$ cat src/rtl/pbit_gibbs_sched.sv
// pbit_gibbs_sched
//   Sequential Gibbs-sampling scheduler. One shared pbit datapath (tanh, RNG,
//   compare) is time-shared across N logical p-bits. For each p-bit in turn the
//   bias and coupling row are read from an external coefficient RAM, the local
//   field is accumulated in Q(INT_SIZE).(FLOAT_SIZE), presented to the pbit, and
//   the pbit result is written back as the new spin. A run covers num_sweeps
//   full sweeps and ends with a one-cycle done pulse.
//
// Ports
//   CLK         clock, rising edge
//   RST         asynchronous active-low reset
//   start       single-cycle run request, accepted only when idle
//   num_sweeps  sweeps to run, sampled on an accepted start
//   init_state  initial spin vector, sampled on an accepted start
//   coef_rd     coefficient read strobe
//   coef_addr   coefficient address (row i at i*(N+1); word 0 bias, 1..N J_ij)
//   coef_data   signed coefficient, valid one cycle after coef_rd
//   z           saturated signed local field driven to the pbit
//   z_valid     high while z is held for the pbit
//   pbit_val    pbit output, sampled PBIT_LAT cycles after z is presented
//   state       current spin vector (1 = +1, 0 = -1)
//   busy        run in progress
//   done        one-cycle end-of-run pulse
//
// state  | meaning
// IDLE   | waiting for start
// FETCH  | coef_rd high, stepping through the N+1 words of row i
// DRAIN  | last word returns; z and z_valid are loaded
// SETTLE | z held for PBIT_LAT cycles while the pbit pipeline fills
// LATCH  | pbit_val written to state[i]; advance p-bit / sweep
// FIN    | end of run; done is raised next cycle
module pbit_gibbs_sched #(
  parameter int N          = 8,
  parameter int INT_SIZE   = 8,
  parameter int FLOAT_SIZE = 24,
  parameter int PBIT_LAT   = 2,
  parameter int ADDR_W     = 7,
  parameter int SWEEP_W    = 16
) (
  input  logic                                      CLK,
  input  logic                                      RST,
  input  logic                                      start,
  input  logic [SWEEP_W-1:0]                        num_sweeps,
  input  logic [N-1:0]                              init_state,
  output logic                                      coef_rd,
  output logic [ADDR_W-1:0]                         coef_addr,
  input  logic signed [INT_SIZE+FLOAT_SIZE-1:0]     coef_data,
  output logic signed [INT_SIZE+FLOAT_SIZE-1:0]     z,
  output logic                                      z_valid,
  input  logic                                      pbit_val,
  output logic [N-1:0]                              state,
  output logic                                      busy,
  output logic                                      done
);

  localparam int W      = INT_SIZE + FLOAT_SIZE;
  localparam int ACC_W  = W + $clog2(N + 1) + 1;
  localparam int WIDX_W = $clog2(N + 1);
  localparam int IDX_W  = (N > 1) ? $clog2(N) : 1;
  localparam int TMR_W  = $clog2(N + PBIT_LAT + 1);

  typedef enum logic [2:0] {IDLE, FETCH, DRAIN, SETTLE, LATCH, FIN} st_t;

  st_t                      cur_st, nxt_st;
  logic [TMR_W-1:0]         tmr;
  logic [IDX_W-1:0]         idx;
  logic [SWEEP_W-1:0]       sweeps_left;
  logic signed [ACC_W-1:0]  acc;
  logic                     rd_q;
  logic [WIDX_W-1:0]        widx_q;

  logic [WIDX_W-1:0]        widx_cur;
  logic [N:0]               spin_ext;
  logic signed [ACC_W-1:0]  data_ext;
  logic signed [ACC_W-1:0]  term;
  logic signed [ACC_W-1:0]  acc_sum;
  logic signed [W-1:0]      z_sat;
  logic                     last_bit;
  logic                     last_sweep;

  assign last_bit   = (idx == IDX_W'(N - 1));
  assign last_sweep = (sweeps_left == SWEEP_W'(1));

  // Word index of the read in flight; tmr counts down N..0 across FETCH.
  // Bit 0 of spin_ext is a constant 1 so the bias (word 0) is always added,
  // and word k (k>=1) picks up the sign of state[k-1].
  always_comb begin
    widx_cur = WIDX_W'(N) - WIDX_W'(tmr);
    spin_ext = {state, 1'b1};
    data_ext = {{(ACC_W - W){coef_data[W-1]}}, coef_data};
    term     = spin_ext[widx_q] ? data_ext : -data_ext;
    acc_sum  = acc + term;
    if (acc_sum[ACC_W-1:W-1] == {(ACC_W - W + 1){acc_sum[ACC_W-1]}})
      z_sat = acc_sum[W-1:0];
    else if (acc_sum[ACC_W-1])
      z_sat = {1'b1, {(W - 1){1'b0}}};
    else
      z_sat = {1'b0, {(W - 1){1'b1}}};
  end

  always_ff @(posedge CLK or negedge RST) begin
    if (!RST) cur_st <= IDLE;
    else      cur_st <= nxt_st;
  end

  always_comb begin
    nxt_st = cur_st;
    case (cur_st)
      IDLE:   if (start) nxt_st = (num_sweeps == '0) ? FIN : FETCH;
      FETCH:  if (tmr == '0) nxt_st = DRAIN;
      DRAIN:  nxt_st = SETTLE;
      SETTLE: if (tmr == '0) nxt_st = LATCH;
      LATCH:  nxt_st = (last_bit && last_sweep) ? FIN : FETCH;
      FIN:    nxt_st = IDLE;
      default: nxt_st = IDLE;
    endcase
  end

  always_ff @(posedge CLK or negedge RST) begin
    if (!RST) begin
      state       <= '0;
      z           <= '0;
      z_valid     <= 1'b0;
      coef_rd     <= 1'b0;
      coef_addr   <= '0;
      busy        <= 1'b0;
      done        <= 1'b0;
      tmr         <= '0;
      idx         <= '0;
      sweeps_left <= '0;
      acc         <= '0;
      rd_q        <= 1'b0;
      widx_q      <= '0;
    end else begin
      done   <= 1'b0;
      rd_q   <= coef_rd;
      widx_q <= widx_cur;
      if (rd_q) acc <= acc_sum;

      case (cur_st)
        IDLE: begin
          if (start) begin
            state       <= init_state;
            busy        <= 1'b1;
            idx         <= '0;
            sweeps_left <= num_sweeps;
            coef_addr   <= '0;
            acc         <= '0;
            if (num_sweeps != '0) begin
              coef_rd <= 1'b1;
              tmr     <= TMR_W'(N);
            end
          end
        end
        FETCH: begin
          // Rows are contiguous, so the address just keeps incrementing.
          coef_addr <= coef_addr + ADDR_W'(1);
          if (tmr == '0) coef_rd <= 1'b0;
          else           tmr     <= tmr - TMR_W'(1);
        end
        DRAIN: begin
          z       <= z_sat;
          z_valid <= 1'b1;
          tmr     <= TMR_W'(PBIT_LAT - 1);
        end
        SETTLE: begin
          // Drop z_valid as LATCH is entered so it is high for PBIT_LAT cycles.
          if (tmr == '0) z_valid <= 1'b0;
          else           tmr     <= tmr - TMR_W'(1);
        end
        LATCH: begin
          state[idx] <= pbit_val;
          acc        <= '0;
          z_valid    <= 1'b0;
          if (last_bit) begin
            idx         <= '0;
            coef_addr   <= '0;
            sweeps_left <= sweeps_left - SWEEP_W'(1);
            if (!last_sweep) begin
              coef_rd <= 1'b1;
              tmr     <= TMR_W'(N);
            end
          end else begin
            idx     <= idx + IDX_W'(1);
            coef_rd <= 1'b1;
            tmr     <= TMR_W'(N);
          end
        end
        FIN: begin
          done <= 1'b1;
          busy <= 1'b0;
        end
        default: ;
      endcase
    end
  end

endmodule

$ cat config.mk
export PLATFORM = sky130hd
export DESIGN_NAME = pbit_gibbs_sched
export DESIGN_NICKNAME = d
export VERILOG_FILES = /design/src/rtl/pbit_gibbs_sched.sv
export SDC_FILE = /design/constraint.sdc
export NUM_CORES = 1
export LEC_CHECK = 0
export CELL_PAD_IN_SITES_DETAIL_PLACEMENT = 1
export CELL_PAD_IN_SITES_GLOBAL_PLACEMENT = 1
export CORE_UTILIZATION = 49
export CTS_CLUSTER_DIAMETER = 40
export DETAILED_ROUTE_END_ITERATION = 6
export DONT_BUFFER_PORTS = 1
export GPL_TIMING_DRIVEN = 0
export HOLD_SLACK_MARGIN = 0.08
export PLACE_DENSITY = 0.84
export SLEW_MARGIN = 10
export SYNTH_ARGS = -nofsm -noshare
export SYNTH_HDL_FRONTEND = slang
export SYNTH_SLANG_ARGS = --single-unit
$ cat constraint.sdc
create_clock -name CLK -period 5.4 [get_ports CLK]
set_input_delay 1.08 -clock CLK [delete_from_list [all_inputs] [get_ports CLK]]
set_output_delay 1.08 -clock CLK [all_outputs]
set_load 0.1 [all_outputs]
Word-level counts from Yosys, hierarchy flattened:

Cells that the tools add are included.

* add/subtract/negate cells: 7
* $lt $le $gt $ge: 3
* equality and inequality tests: 15
* multiplexer cells: 44
* reduce and logical (&&, ||, !) cells: 20

Operator list (number)
* two-way mux 37 bit: 3
* case mux 37 bit (2 select lines): 1
* two-way mux 32 bit: 2
* adder 37 bit: 1
* negator 32 -> 37 bit: 1
* two-way mux 16 bit: 2
* case mux 16 bit (2 select lines): 1
* two-way mux 3 bit: 7
* case mux 7 bit (3 select lines): 1
* two-way mux 4 bit: 5
* == test 16 x 1 -> 1 bit, second input constant: 1
* zero test 16 bit: 1
* case mux 4 bit (4 select lines): 1
* case mux 8 bit (2 select lines): 1
* nonzero test 16 bit: 1
* subtractor 16 x 1 -> 16 bit, second input constant: 1
* case mux 3 bit (5 select lines): 1
* two-way mux 7 bit: 2
* != test 2 bit, second input constant: 6
* AND reduction 5 bit: 2
* == test 3 bit, second input constant: 3
* two-way mux 1 bit: 9
* AND reduction 3 bit: 3
* bitwise mux 8 bit: 1
* 25 further kinds: 32

* register bits after elaboration: 119
* input port bits: 60
* output and inout bits: 51
* logic and storage cells: 103

Logic depth before layout (Yosys ltp):

Gate-level depths: netlist (run 1).

* word-level depth: 7
* gate-level depth with buffers: 22
* gate-level depth less buffers: 18

Worst setup path after synthesis (run 1):

No wires, ideal clock.

* path type: in2reg
* from: input port coef_data[13]
* to: register z[11]
* setup time: 0.079 ns
* arrival: 5.245 ns
* data required time: 5.321 ns
* slack: 0.076 ns
* cell stages on the path: 18
* path buffers: 2
* cells stage by stage: or4_4 -> nor4_4 -> nand4_1 -> o31ai_1 -> xnor2_1 -> ha_1 -> clkbuf_1 -> and4_1 -> nor3b_1 -> a221oi_1 -> nor2_1 -> a211o_1 -> a221oi_2 -> xor2_1 -> nor4_2 -> clkbuf_1 -> a211oi_1 -> a21oi_1

* word-level cells in the longest chain between the ends: 5
* elaborated cells on any way between the ends: 6
* those cells by class: add/sub (2); eq/ne (1); mux (3)

RTL lines
* from (decl): RTL line 47 `input logic signed [INT_SIZE+FLOAT_SIZE-1:0] coef_data,`
* negator 32 -> 37 bit: RTL line 91 `term = spin_ext[widx_q] ? data_ext : -data_ext;`
* two-way mux 37 bit (*): RTL line 91
* adder 37 bit (*): RTL line 92 `acc_sum = acc + term;`
* == test 5 bit or two-way mux 32 bit (tied branches): RTL line 93, 95
* two-way mux 32 bit (*): RTL line 93 `if (acc_sum[ACC_W-1:W-1] == {(ACC_W - W + 1){acc_sum[ACC_W-1]}})`
* to (signal assigned): RTL line 162 `z <= z_sat;`
* to (decl): RTL line 48 `output logic signed [INT_SIZE+FLOAT_SIZE-1:0] z,`

Every way passes the cells marked *; elsewhere a longest branch is shown, timed or not.
A chain may end at the register's enable or synchronous reset.

Worst setup path after layout (run 1):

* from: input port coef_data[11]
* to: register z[20]

The elaborated chain is that of the path after synthesis.

==> run metrics, run 1 <==
IO buf count=0; design area=9950 um2; failing checks=negative setup slack; clock sink count=119; CP arrival=5910 ps; Max Slew Vio Count=0; Critical Path Max Stage Delay=540 ps; GRT Util Overall=0.314; worst skew pair latency=430 ps; Crit path depth=19; initial antenna violation count=0; 1st-pass router iterations=5; Syn. warnings=0; Least-Margin Pin Slew=1030 ps; FF+latch count, synth=119; Area Overhead vs Synth=15.9%; Clock Path Buffers=2; Clock Skew=8.65 ps; Core ar.=17200 um2; root buf cell=clkbuf_16; Post-CTS Hold Buffers=0; H-tree lvl count=4; status=finished, violations left; WP buf/inv=5; RSZ-0062 raised after global routing=true; Setup crit end kind=register; Critical-path top delay cell=or4_4; Crit Path Category=in -> reg; Primary FF master, synth=dfrtp_1; first-pass GRT wire length=43800 um; synthesized area=8580 um2; grt total ovfl=0; Final Hold Fails=0; Final period util=1.03; syn nets=1101; Routed wire per std cell=22.8 um; largest net degree at the start of global routing=120; 1st-iter DRT viols=511; DRC=0; Rel. slew slack=0.311; clk slew on worst S/H paths=60 ps; ys async rst share=1.00; # setup viols final=29; routed via count=8123; crit path time final=5560 ps; ant diodes=0; Die X=134 um; Req. time, crit path=5750 ps; Cell Rows=48; Gate Count Post-Synth=996; Starting Density=0.499; post-route setup TNS=-1840 ps; Largest delay share family, worst path=simple AND/OR/NAND/NOR gates; clock buffer count from CTS=17; crit-path cells=or4_4 -> nor4_4 -> nand4_1 -> buf_6 -> o41ai_4 -> xnor2_1 -> ha_1 -> buf_6 -> nand4_1 -> buf_4 -> inv_2 -> and3_1 -> o21a_1 -> o221a_4 -> o211ai_1 -> or3_4 -> mux2_4 -> clkbuf_16 -> o22ai_2; layout cells sized above 1=0.137; vias in the first global route=8260; Final HPWL DP=19900 um; TritonCTS clock tree=done; IO Pins=111; max_cap viols=0; Final GP Congestion=0.885; die area=18000 um2; Hold WC Path Type=in -> async; syn avg cell area=8.61 um2; register area share after synthesis=0.347; Vias/cell=6.42; CP startpoint kind=primary input; FMAX=180 MHz; die height=134 um; synth unique cells=75; Post-synth EDFFs=0; DRT Wirelength=28800 um; ANT nets after route=0; final core occ=0.579; CP Max Fanout=8; r2r worst-path depth=18; Area after DPL=8860 um2; Layout Nets=1132; worst setup margin=-160 ps
==> timing repair <==
action / in CTS / in global routing
pin swaps: 7 / 15
setup endpoints to repair: 43 / 31
gates resized for setup: 30 / 55
setup buffers: 5 / 14
gates cloned: 0 / 1
==> layout make-up <==
type	count	area [um2]
fill	2012	7230
multi-input combinational	790	5510
sequential	119	3000
clock buffer	20	457
tap	225	282
buffer	47	236
timing repair buffer	20	171
clock inverter	12	164
inverter	32	120
==> sequential cells by signal, summed over array words and instances, names as in the netlist <==
register,cells
acc,37
z,32
sweeps_left,16
state,8
coef_addr,7
tmr,4
widx_q,4
cur_st,3
idx,3
busy,1
coef_rd,1
done,1
rd_q,1
z_valid,1
==> cells by family (layout without fill, tap and decap cells) <==
family	count (synthesis)	in the layout	share of synthesized area
AO/OA/AOI/OAI	326	326	0.244
buffers and inverters	87	131	0.0414
multiplexers	39	39	0.0493
XOR/XNOR	69	69	0.0713
AND/OR/NAND/NOR	311	311	0.180
adder cells (fa/ha/maj)	45	45	0.0665
flip-flops	119	119	0.347
==> cell usage in the layout (no fill, tap or decap), types with 25 or more instances in the layout <==
cell type / n
dfrtp_1: 111
nor2_1: 106
a21oi_1: 87
o21ai_0: 73
nand2_1: 68
xnor2_1: 50
ha_1: 41
mux2i_1: 34
clkbuf_1: 32
inv_1: 31
nor3_1: 25
==> cells in the mapped netlist (all sizes together) (3+ instances only) <==
cell	n	area share
nor4	15	0.016
dfrtp	119	0.35
clkbuf	43	0.019
nand4	19	0.014
o211ai	9	0.0079
xnor2	53	0.055
mux2	3	0.0044
mux2i	35	0.042
or4	3	0.0035
o22ai	19	0.021
o21ai	82	0.048
a21oi	96	0.056
ha	44	0.064
and2	8	0.0061
xor2	16	0.016
nand2	69	0.030
and3	6	0.0044
a221oi	6	0.0069
a22oi	7	0.0061
nand3b	3	0.0026
o31ai	11	0.0096
and4	3	0.0031
nor2b	5	0.0036
a21o	16	0.014
nor3	29	0.017
nand3	13	0.0082
inv	32	0.014
buf	12	0.0086
nor2	107	0.047
o41ai	7	0.0071
or2	3	0.0022
nand2b	11	0.0080
o21a	8	0.0079
o21bai	15	0.014
a211oi	23	0.021
a31oi	11	0.0080
or3	8	0.0058
nor3b	5	0.0044
==> final timing paths <==
kind / slack [ps] / end / from
hold reg to reg: 470 / widx_q[0] / tmr[0]
max in group asynchronous: 4870 / state[1] / RST
setup reg to reg: -20 / z[20] / state[6]
setup / recovery: -160 / z[20] / coef_data[11]
hold / removal: 350 / z[0] / RST
min in group CLK: 470 / widx_q[0] / tmr[0]
==> metal layers <==
layer  vias up  global-route usage  part of all wire
li1       3703                   -                 -
met1      4076               0.399              0.41
met2       273               0.525              0.49
met3        71              0.0642             0.064
met4         0               0.120             0.033
met5         -                   0                 0
==> metrics by stage <==
stage | instances | setup slack, ps | hold WS (ps)
6_report | 1265 | -160 | 349
5_1_grt | 1265 | -277 | 342
4_1_cts | 1256 | 12.5 | 340
3_5_place_dp | 1221 | -1140 | 423
3_3_place_gp | 1221 | -1010 | 430
2_1_floorplan | 996 | 76.2 | 390
Power of run 1 is not shown: default switching activity piles up to over one toggle a cycle in this logic, so the estimate is an artifact.
==> run 2: changes to the inputs <==
--- a/config.mk
+++ b/config.mk
@@ -8,6 +8,7 @@
 export CELL_PAD_IN_SITES_DETAIL_PLACEMENT = 1
 export CELL_PAD_IN_SITES_GLOBAL_PLACEMENT = 1
 export CORE_UTILIZATION = 49
+export CTS_BUF_LIST = sky130_fd_sc_hd__clkbuf_16
 export CTS_CLUSTER_DIAMETER = 40
 export DETAILED_ROUTE_END_ITERATION = 6
 export DONT_BUFFER_PORTS = 1
==> run 2 against run 1 <==
  * The flow finishes with violations (design-rule violations, negative setup slack)
  * Clock skew hardly changed
  * Critical endpoint unchanged
  * Critical path type unchanged
  * Wire length shrank 1.8%
  * First-iteration DRC count up 11%
  * Utilization down 0.16 points
  * Sequential share of layout area about the same
==> run metrics, run 2 (synthesis results as in run 1) <==
reg2reg end=z[20] (unchanged); FMAX=179 MHz (was 180 MHz); WHS=356 ps (was 349 ps); clk slew on worst S/H paths=60 ps (about the same); clock buffer count from CTS=17 (unchanged); Routed wire per std cell=22.3 um (was 22.8 um); fin cells=1265 (unchanged); 1st-iter DRT viols=566 (was 511); Setup WS pre-CTS=-1140 ps (unchanged); Hold WC Path Type=in -> async (unchanged); Final period util=1.03 (about the same); Req. time, crit path=5750 ps (about the same); largest net degree at the start of global routing=120 (unchanged); Max Slew Vio Count=0 (unchanged); Final Hold Fails=0 (unchanged); Starting Density=0.499 (unchanged); most common cell after layout, fill and taps aside=dfrtp_1 (unchanged); worst skew pair latency=430 ps (about the same); ANT nets after route=0 (unchanged); DRC=1 (was 0); IO Pins=111 (unchanged); design area=9920 um2 (was 9950 um2); Rel. slew slack=0.313 (was 0.311); Die X=134 um (unchanged); die height=134 um (unchanged); max_cap viols=0 (unchanged); Largest regs=acc x37, z x32, sweeps_left x16 (unchanged); 1st-pass router iterations=7 (was 5); r2r worst-path depth=18 (unchanged); Core ar.=17200 um2 (unchanged); Final HPWL DP=19900 um (unchanged); layout cells sized above 1=0.135 (was 0.137); DRT Wirelength=28300 um (was 28800 um); # setup viols final=30 (was 29); failing checks=design-rule violations, negative setup slack (was negative setup slack); FF-to-FF Start=state[6] (unchanged); Area after DPL=8860 um2 (unchanged); CP startpoint kind=primary input (unchanged); crit path time final=5580 ps (was 5560 ps); Layout Nets=1132 (unchanged); Largest register FFs=37 (unchanged); RSZ-0062 raised after global routing=true (unchanged); TritonCTS clock tree=done (unchanged); Setup crit end kind=register (unchanged); Crit Path Category=in -> reg (unchanged); Vias/cell=6.41 (was 6.42); GRT Util Overall=0.313 (was 0.314); Final GP Congestion=0.885 (unchanged); root buf cell=clkbuf_16 (unchanged); Least-Margin Pin Slew=1030 ps (about the same); register name with the most flops=acc (unchanged); clock sink count=119 (unchanged); grt total ovfl=0 (unchanged); die area=18000 um2 (unchanged); H-tree lvl count=4 (unchanged); Clock Skew=9.06 ps (was 8.65 ps); vias in the first global route=8314 (was 8260); R2R Setup Slk=-30 ps (was -20 ps); Clock Path Buffers=2 (unchanged); worst setup margin=-181 ps (was -160 ps); status=finished, violations left (unchanged); routed via count=8113 (was 8123); initial antenna violation count=0 (unchanged); placed cells=1221 (unchanged); CP arrival=5930 ps (was 5910 ps); most frequent cells in the layout=111 x dfrtp_1, 106 x nor2_1, 87 x a21oi_1 (unchanged); Area Overhead vs Synth=15.6% (was 15.9%); CP Max Fanout=8 (unchanged); IO buf count=0 (unchanged); ant diodes=0 (unchanged); first-pass GRT wire length=43700 um (was 43800 um); Cell Rows=48 (unchanged); Layout fillers=2017 (was 2012)
-- run 2: routing by layer --
metal	up-vias	wire, um	global-route usage
met5	-	0	0
met2	296	13700	0.522
met3	64	1820	0.0658
met4	0	964	0.127
met1	4044	11800	0.394
li1	3709	-	-
-- run 2: worst max path at each step --
stage                  startpoint    end  slack [ps]
floorplan           coef_data[13]  z[11]          80
global placement         state[6]   z[8]       -1010
detailed placement       state[1]  z[15]       -1140
CTS                      state[6]  z[27]          10
global route        coef_data[11]  z[20]        -290
finish              coef_data[11]  z[20]        -180
-- run 2: timing repair --
item / 4_1_cts / 5_1_grt
hold buffers: 0 / 0
pin swaps: 7 / 15
cloned: 0 / 1
gates resized for setup: 29 / 53
setup endpoints to repair: 43 / 31
buffers inserted: 5 / 14
-- run 2: cell type report --
cell class,count,area (um2),area share
multi-input cells,790,5510,0.556
flip-flops and latches,119,3000,0.302
clock buffers,17,425,0.0429
well taps,225,282,0.0284
plain buffers,47,236,0.0238
clock inverters,15,175,0.0177
repair buffers,20,171,0.0173
inverters,32,120,0.0121
-- run 2: per-stage QoR --
step	utilization	setup TNS, ps
finish	0.577	-2150
global route	0.577	-6110
CTS	0.558	0
detailed placement	0.516	-29480
global placement	0.516	-23890
floorplan	-	0
-- run 2: critical path: stages --
cell,delay (ps)
or4_4,540
nor4_4,400
nand4_1,260
buf_6,220
o41ai_4,510
xnor2_1,160
ha_1,330
buf_6,130
nand4_1,200
buf_4,230
inv_2,60
and3_1,140
o21a_1,150
o221a_4,210
o211ai_1,190
or3_4,460
mux2_4,360
clkbuf_16,190
o22ai_2,90
Power of run 2 is left out for the same reason.
